===== config.mk =====
export PLATFORM = sky130hd
export DESIGN_NAME = gpio_serial_out
export DESIGN_NICKNAME = d
export VERILOG_FILES = /design/src/rtl/gpio_ser_pkg.sv /design/src/rtl/gpio_ser_tick.sv /design/src/rtl/gpio_serial_out.sv
export SDC_FILE = /design/constraint.sdc
export NUM_CORES = 1
export LEC_CHECK = 0
export ABC_AREA = 1
export CAP_MARGIN = 20
export CORE_ASPECT_RATIO = 1.25
export CORE_MARGIN = 2
export CORE_UTILIZATION = 42
export DETAILED_ROUTE_END_ITERATION = 7
export GPL_TIMING_DRIVEN = 0
export PLACE_DENSITY_LB_ADDON = 0.08
export SLEW_MARGIN = 20
export SYNTH_ARGS = -nofsm -noshare
export SYNTH_HDL_FRONTEND = slang
export SYNTH_SLANG_ARGS = --single-unit

===== constraint.sdc =====
create_clock -name clk -period 2.5 [get_ports clk]
set_clock_uncertainty 0.15 [all_clocks]
set_input_delay 0.5 -clock clk [delete_from_list [all_inputs] [get_ports clk]]
set_output_delay 0.5 -clock clk [all_outputs]
set_load 0.02 [all_outputs]

===== src/rtl/gpio_ser_pkg.sv =====
// Shared types and elaboration helpers for the GPIO serial output driver.
// Holds the FSM state enum, counter-width functions and the default reset pattern.
package gpio_ser_pkg;

    typedef enum logic [1:0] {
        IDLE,
        CLEAR,
        SHIFT
    } ser_state_t;

    localparam int MAX_DATA_BITS = 64;

    function automatic int div_cnt_width(input int clk_div);
        return $clog2(clk_div + 1);
    endfunction

    function automatic int bit_cnt_width(input int data_bits);
        return $clog2(data_bits + 1);
    endfunction

    // All-ones pattern of the requested width: LEDs off on an active-low board.
    function automatic logic [MAX_DATA_BITS-1:0] ones_mask(input int bits);
        logic [MAX_DATA_BITS-1:0] m;
        m = '0;
        for (int i = 0; i < MAX_DATA_BITS; i++) begin
            if (i < bits) m[i] = 1'b1;
        end
        return m;
    endfunction

endpackage


===== src/rtl/gpio_ser_tick.sv =====
// CLK_DIV prescaler: tick is high on the last clk cycle of every serial phase.
// The count restarts on clear so a fresh transfer always begins on a full phase.
module gpio_ser_tick
    import gpio_ser_pkg::*;
#(
    parameter int CLK_DIV = 2
) (
    input  logic clk,
    input  logic rst,
    input  logic clear,
    output logic tick
);

    localparam int CW = div_cnt_width(CLK_DIV);
    localparam logic [CW-1:0] LAST = CW'(CLK_DIV - 1);

    logic [CW-1:0] cnt;

    assign tick = (cnt == LAST);

    always_ff @(posedge clk or posedge rst) begin
        if (rst) begin
            cnt <= '0;
        end else if (clear || tick) begin
            cnt <= '0;
        end else begin
            cnt <= cnt + 1'b1;
        end
    end

endmodule


===== src/rtl/gpio_serial_out.sv =====
// GPIO output register with masked bus writes and a parallel-to-serial chain driver.
// Define GPIO_SER_AUTO_EN to re-send the register automatically whenever it changes.
module gpio_serial_out
    import gpio_ser_pkg::*;
#(
    parameter int                   DATA_BITS = 16,
    parameter int                   CLK_DIV   = 2,
    parameter bit                   MSB_FIRST = 1'b1,
    parameter logic [DATA_BITS-1:0] RESET_VAL = DATA_BITS'(ones_mask(DATA_BITS))
) (
    input  logic                 clk,
    input  logic                 rst,
    input  logic                 wr_en,
    input  logic [DATA_BITS-1:0] wr_data,
    input  logic [DATA_BITS-1:0] wr_mask,
    input  logic                 start,
    output logic [DATA_BITS-1:0] gpio_q,
    output logic                 busy,
    output logic                 done,
    output logic                 s_clk,
    output logic                 s_dout,
    output logic                 s_clrn,
    output logic                 s_oe
);

    localparam int BW = bit_cnt_width(DATA_BITS);
    localparam logic [BW-1:0] LAST_BIT = BW'(DATA_BITS - 1);

    ser_state_t           state;
    logic [DATA_BITS-1:0] shreg;
    logic [DATA_BITS-1:0] shreg_shifted;
    logic [DATA_BITS-1:0] gpio_next;
    logic [BW-1:0]        bit_cnt;
    logic                 tick;
    logic                 launch;

    function automatic logic first_bit(input logic [DATA_BITS-1:0] v);
        return MSB_FIRST ? v[DATA_BITS-1] : v[0];
    endfunction

    always_comb begin
        gpio_next = wr_en ? ((gpio_q & ~wr_mask) | (wr_data & wr_mask)) : gpio_q;
    end

    always_comb begin
        shreg_shifted = MSB_FIRST ? {shreg[DATA_BITS-2:0], 1'b0}
                                  : {1'b0, shreg[DATA_BITS-1:1]};
    end

`ifdef GPIO_SER_AUTO_EN
    logic pending;
    logic changed;

    assign changed = (gpio_next != gpio_q);
    assign launch  = (state == IDLE) && (start || pending);

    // A launch ships gpio_next, so a change landing on the launch cycle is already covered.
    always_ff @(posedge clk or posedge rst) begin
        if (rst) begin
            pending <= 1'b0;
        end else if (launch) begin
            pending <= 1'b0;
        end else if (changed || start) begin
            pending <= 1'b1;
        end
    end
`else
    assign launch = (state == IDLE) && start;
`endif

    gpio_ser_tick #(
        .CLK_DIV(CLK_DIV)
    ) u_tick (
        .clk  (clk),
        .rst  (rst),
        .clear(launch),
        .tick (tick)
    );

    always_ff @(posedge clk or posedge rst) begin
        if (rst) begin
            gpio_q <= RESET_VAL;
        end else begin
            gpio_q <= gpio_next;
        end
    end

    // Frame FSM: the snapshot lives in shreg, so bus writes never disturb a frame in flight.
    always_ff @(posedge clk or posedge rst) begin
        if (rst) begin
            state   <= IDLE;
            shreg   <= '0;
            bit_cnt <= '0;
            busy    <= 1'b0;
            done    <= 1'b0;
            s_clk   <= 1'b0;
            s_dout  <= 1'b0;
            s_clrn  <= 1'b1;
            s_oe    <= 1'b1;
        end else begin
            done <= 1'b0;
            case (state)
                IDLE: begin
                    if (launch) begin
                        shreg   <= gpio_next;
                        bit_cnt <= '0;
                        busy    <= 1'b1;
                        s_clrn  <= 1'b0;
                        s_oe    <= 1'b0;
                        state   <= CLEAR;
                    end
                end
                CLEAR: begin
                    if (tick) begin
                        s_clrn <= 1'b1;
                        s_dout <= first_bit(shreg);
                        state  <= SHIFT;
                    end
                end
                SHIFT: begin
                    if (tick) begin
                        if (!s_clk) begin
                            s_clk <= 1'b1;
                        end else begin
                            s_clk <= 1'b0;
                            shreg <= shreg_shifted;
                            if (bit_cnt == LAST_BIT) begin
                                s_dout <= 1'b0;
                                s_oe   <= 1'b1;
                                busy   <= 1'b0;
                                done   <= 1'b1;
                                state  <= IDLE;
                            end else begin
                                s_dout  <= first_bit(shreg_shifted);
                                bit_cnt <= bit_cnt + 1'b1;
                            end
                        end
                    end
                end
                default: state <= IDLE;
            endcase
        end
    end

endmodule

## Word-level counts from Yosys, hierarchy flattened

Cells that the tools add are included.

| word-level totals | value |
|---|---|
| bits in read-only memories | 0 |
| input bits | 36 |
| memories | 0 |
| register bits | 47 |
| logic and storage cells | 79 |
| latch bits | 0 |
| memory bits (writable) | 0 |
| output and inout port bits | 22 |

| cells by class | value |
|---|---|
| magnitude comparators | 0 |
| $add $sub $neg | 2 |
| reduce and logical (&&, ||, !) cells | 13 |
| bitwise logic cells | 4 |
| multipliers | 0 |
| div/mod/pow operators | 0 |
| shift-type cells | 0 |
| equality and inequality tests | 10 |
| muxes and demuxes | 39 |

Operator list:

| cell | count |
|---|---|
| two-way mux 16 bit | 4 |
| AND 16 bit | 2 |
| case mux 16 bit (2 select lines) | 1 |
| two-way mux 5 bit | 4 |
| two-way mux 1 bit | 18 |
| inverter 16 bit | 1 |
| bitwise OR 16 bit | 1 |
| AND reduction 5 bit | 3 |
| two-way mux 2 bit | 6 |
| case mux 5 bit (2 select lines) | 1 |
| case mux 1 bit (2 select lines) | 4 |
| AND reduction 4 bit | 2 |
| != test 2 x 1 -> 1 bit (second input constant) | 3 |
| != test 2 bit (second input constant) | 3 |
| case mux 2 bit (3 select lines) | 1 |
| nonzero test 2 bit | 3 |
| adder 5 x 1 -> 5 bit (second input constant) | 1 |
| == test 5 x 4 -> 1 bit (second input constant) | 1 |
| == test 2 x 1 -> 1 bit (second input constant) | 2 |
| AND reduction 3 bit | 1 |
| adder 2 x 1 -> 2 bit (second input constant) | 1 |
| == test 2 bit (second input constant) | 1 |
| logical NOT 2 bit | 1 |
| AND reduction 2 bit | 1 |
| 2 further kinds | 2 |

## Depth between registers and ports, before layout

Gate-level depths: netlist of the first run.

| logic depth | value |
|---|---|
| depth in word-level cells | 6 |
| mapped depth | 10 |
| mapped depth without buffers | 10 |

## By module

From an unflattened synthesis of the first run, not the netlist that was laid out.

| second synthesis, totals | value |
|---|---|
| cell total of the unflattened synthesis | 333 |
| area total of the unflattened synthesis | 2414.8 um^2 |

By module, submodules not included:

| module | area an instance (um^2) | seq. area each (um^2) | cells an instance | instances |
|---|---|---|---|---|
| gpio_serial_out | 2326.0 | 1148.6 | 323 | 1 |
| gpio_ser_tick | 88.8 | 50.0 | 10 | 1 |

## Least setup slack after synthesis of the first run

OpenSTA, ideal clock, no wires.

| timing | value |
|---|---|
| path kind | reg2reg |
| from | register bit_cnt[0] |
| to | register bit_cnt[2] |
| clock period less this slack | 1566 ps |
| slack | 934 ps |
| library setup time | 116 ps |
| buffers on the path | 0 |
| cell stages (with the launch flop) | 9 |
| required time | 2234 ps |
| data arrival time | 1300 ps |
| cell sequence | dfrtp_1 -> ha_1 -> nand2_1 -> nor2_1 -> ha_1 -> nand2_1 -> nand3_1 -> nand2_1 -> nand2_1 |

| between the ends | value |
|---|---|
| word-level cells in the longest chain between the ends | 5 |
| elaborated cells between the ends (all ways) | 8 |
| classes of those cells | add/sub (1); eq/ne (2); mux (4); reduce/logical (1) |

Ends and longest elaborated chain:

| item | RTL line | text |
|---|---|---|
| start: declaration | gpio_serial_out.sv:33 | `logic [BW-1:0] bit_cnt;` |
| start signal: assignment | gpio_serial_out.sv:135 | `bit_cnt <= bit_cnt + 1'b1;` |
| adder 5 x 1 -> 5 bit | gpio_serial_out.sv:135 |  |
| two-way mux 5 bit | gpio_serial_out.sv:127 | `if (bit_cnt == LAST_BIT) begin` |
| two-way mux 5 bit | gpio_serial_out.sv:122 | `if (!s_clk) begin` |
| two-way mux 5 bit | gpio_serial_out.sv:121 | `if (tick) begin` |
| case mux 5 bit (2 select lines) | gpio_serial_out.sv:102 | `case (state)` |

Parallel ways exist; a longest one is shown, timed or not. The select of a mux whose other input is x is not followed.
A chain may end at the register's enable or synchronous reset.

## Worst setup path in the final report of the first run

| timing | value |
|---|---|
| from | register s_clrn |
| to | output s_clrn |

RTL lines:

| item | RTL line | text |
|---|---|---|
| start: declaration | gpio_serial_out.sv:22 | `output logic s_clrn,` |
| start signal: assignment | gpio_serial_out.sv:98 | `s_clrn <= 1'b1;` |
| start signal: assignment | gpio_serial_out.sv:108 | `s_clrn <= 1'b0;` |
| start signal: assignment | gpio_serial_out.sv:115 | `s_clrn <= 1'b1;` |

No word-level cell between the ends.

==> out/metrics.yaml, run 1 <==
syn_area_sq_mm: 0.00245
peakVddDrop_uv: 592
critPathMaxFanout: 2
slowest_delay_ns: 0.60
fin_tns_setup_ns: 0
wl_per_cell_um: 10.8
slowest_stage: "clkdlybuf4s50_1"
portBuffers: 57
cts_sinks: 47
fin_crit_sh: 0.834
p_switching_mw: 1.15
drt-total-wl_um: 5120
area_growth_pct: 31.4
crit_path_end_kind: "output port"
insertion_delay_ns: 0.30
drc: 0
syn_inst: 342
groute.usage.overall: 0.173
seq_power_share: 0.406
ys_async_sr_fraction: 1.00
die_w_um: 72.4
cts_resized: 0
grt_pass1_vias: 2092
post-cts-setup-buffers: 0
cp.arrival_ns: 1.43
rsz0062_at_grt: "no"
cts_max_path_buffers: 2
hold_path_class: "register to register"
dp.final_hpwl_um: 3950
core_area_sq_mm: 0.00574
path_buf_inv: 1
path_clk_slew_ns: 0.08
ys_types: 20
root_buffer: "clkbuf_8"
grt-ovfl-total: 0
ys_ff_latch: 47
cts_buffers: 5
critPathKind: "register to output port"
die_h_um: 89.5
diodes: 0
min_period_ns: 2.08
yosysWarningCount: 0
drtPass1Iterations: 4
synthMostInstantiatedCell: "nand2_1"
synth_ff_type: "dfrtp_1"
total_power_mw: 2.89
ios: 58
crit_required_ns: 1.85
fin_area_sq_mm: 0.00323
synth_area_leaders: "dfrtp_1, nand2_1, dfstp_2"
comb_power_share: 0.435
final_max_slew_viol_count: 0
avgSynthCellArea_sq_um: 7.18
fill_cells: 577
path_delay_family: "buffers and inverters"
antenna_left: 0
holdBufCountCts: 0
synth.top_cell.area_share: 0.296
relSlewSlack: 0.610
finalSetupViolations: 0
fin_nets: 447
grt_max_degree: 27
clock.fmax_mhz: 480
status: "complete, no violations"
routed_via_density: 4.59
startpoint_type: "register"
powerDensity_mw_per_mm2: 895
cts_htree_levels: 2
cap_violations: 0
synth_commonest_cells: "nand2_1, inv_1, dfrtp_1, o21ai_0, nand3_1"
path_cells: "clkdlybuf4s50_1"
hold_viol: 0
setup_ws_ns: 0.416
power.leakage_nw: 1.74
cts_tree: "yes"
antenna_found_initial: 0
dpl_worst_slack_ns: 0.296
tightest_slew_ns: 0.584
grt_first_pass_wirelength_um: 8830
start_util: 0.428
synth_fp_nets: 382
internal_power_mw: 1.74
clockPowerShare: 0.159
synth_edf_count: 0
netlist.top_cell.by_area: "dfrtp_1"
place_congestion: 0.834
post_dp_cell_area_sq_mm: 0.00314
vias: 2175
num_rows: 31
die-area_sq_mm: 0.00648
swShare: 0.397
ys_seq_area_frac: 0.488
layout-drive-gt1-share: 0.0956
drtIter0Drc: 99
[registers in the layout, summed over array words and instances, names as in the netlist]
signal / count
gpio_q: 16
shreg: 16
bit_cnt: 5
state: 2
u_tick.cnt: 2
busy: 1
done: 1
s_clk: 1
s_clrn: 1
s_dout: 1
s_oe: 1
[cell usage in the layout (no fill, tap or decap), drive strengths merged]
master         synthesis  layout
nand2                152     152
inv                   64      64
nand3                 20      20
ha                     4       4
dfrtp                 29      29
nand4                  3       3
clkinv                 0       1
nor3                   3       3
a21oi                  3       3
o21ai                 24      24
dfstp                 18      18
clkbuf                 2       9
clkdlybuf4s50          0      57
nor2                  13      13
buf                    7       8
[stage by stage]
stage               cells  hold WS, ns  utilization
finish                474        0.311        0.562
floorplan             342        0.265            -
detailed placement    466        0.304        0.546
global route          474        0.333        0.562
CTS                   474        0.316        0.562
global placement      465        0.276        0.541
[area by class of cell]
class,count,area [sq um],area share
flip-flops and latches,47,1200,0.371
multi-input cells,222,968,0.300
repair buffers,58,598,0.185
inverters,64,243,0.0752
clock buffers,7,86.3,0.0268
well taps,66,82.6,0.0256
plain buffers,9,45.0,0.0140
clock inverters,1,5.00,0.00155
[routing by layer]
metal | part of all wire | track usage
met1 | 0.43 | 0.198
met2 | 0.52 | 0.323
met3 | 0.036 | 0.0316
met4 | 0.013 | 0.0606
met5 | 0 | 0
[power by group through the flow]
stage	clock [mW]	sequential (mW)	combinational [mW]
after floorplan	0	1.24	0.806
after global placement	0	1.18	1.24
after global routing	0.506	1.20	1.44
final	0.459	1.17	1.26
after detailed placement	0	1.18	1.27
after CTS	0.478	1.17	1.28
[final timing paths]
path | end | depth (start not counted) | slack, ns | from
worst max register to register | shreg[7]$_DFFE_PP0P_ | 9 | 0.74 | u_tick.cnt[1]$_DFF_PP0_
max in group asynchronous | gpio_q[15]$_DFF_PP1_ | 3 | 1.18 | rst
worst min-delay path | u_tick.cnt[0]$_DFF_PP0_ | 1 | 0.31 | u_tick.cnt[0]$_DFF_PP0_
worst min register to register | u_tick.cnt[0]$_DFF_PP0_ | 1 | 0.31 | u_tick.cnt[0]$_DFF_PP0_
worst max-delay path | s_clrn | 1 | 0.42 | s_clrn$_DFFE_PP1P_
min in group asynchronous | busy$_DFFE_PP0P_ | 2 | 0.43 | rst
[logic make-up (layout without fill, tap and decap cells)]
| family | Yosys count | after routing | share of synthesized area |
|---|---|---|---|
| compound gates | 27 | 27 | 0.0612 |
| fa+ha+maj | 4 | 4 | 0.0204 |
| buf+inv | 73 | 139 | 0.117 |
| flops | 47 | 47 | 0.488 |
| simple gates | 191 | 191 | 0.313 |
No activity file was read; power rests on OpenSTA's default activity.
==> run 2: changes to the inputs <==
==> constraint.sdc (replaced) <==
create_clock -name clk -period 2.1 [get_ports clk]
set_clock_uncertainty 0.15 [all_clocks]
set_input_delay 0.42 -clock clk [delete_from_list [all_inputs] [get_ports clk]]
set_output_delay 0.42 -clock clk [all_outputs]
set_load 0.02 [all_outputs]
==> results of run 2 <==
The final DEF is identical to that of run 1. Status: complete, no violations.
Main changes from that run: setup slack after placement 0.296 ns -> -0.0238 ns; setup slack after layout 0.416 ns -> 0.0962 ns; register-to-register setup slack 0.74 ns -> 0.34 ns; total power 2.89 mW -> 3.44 mW; worst IR drop on VDD 592 uV -> 705 uV
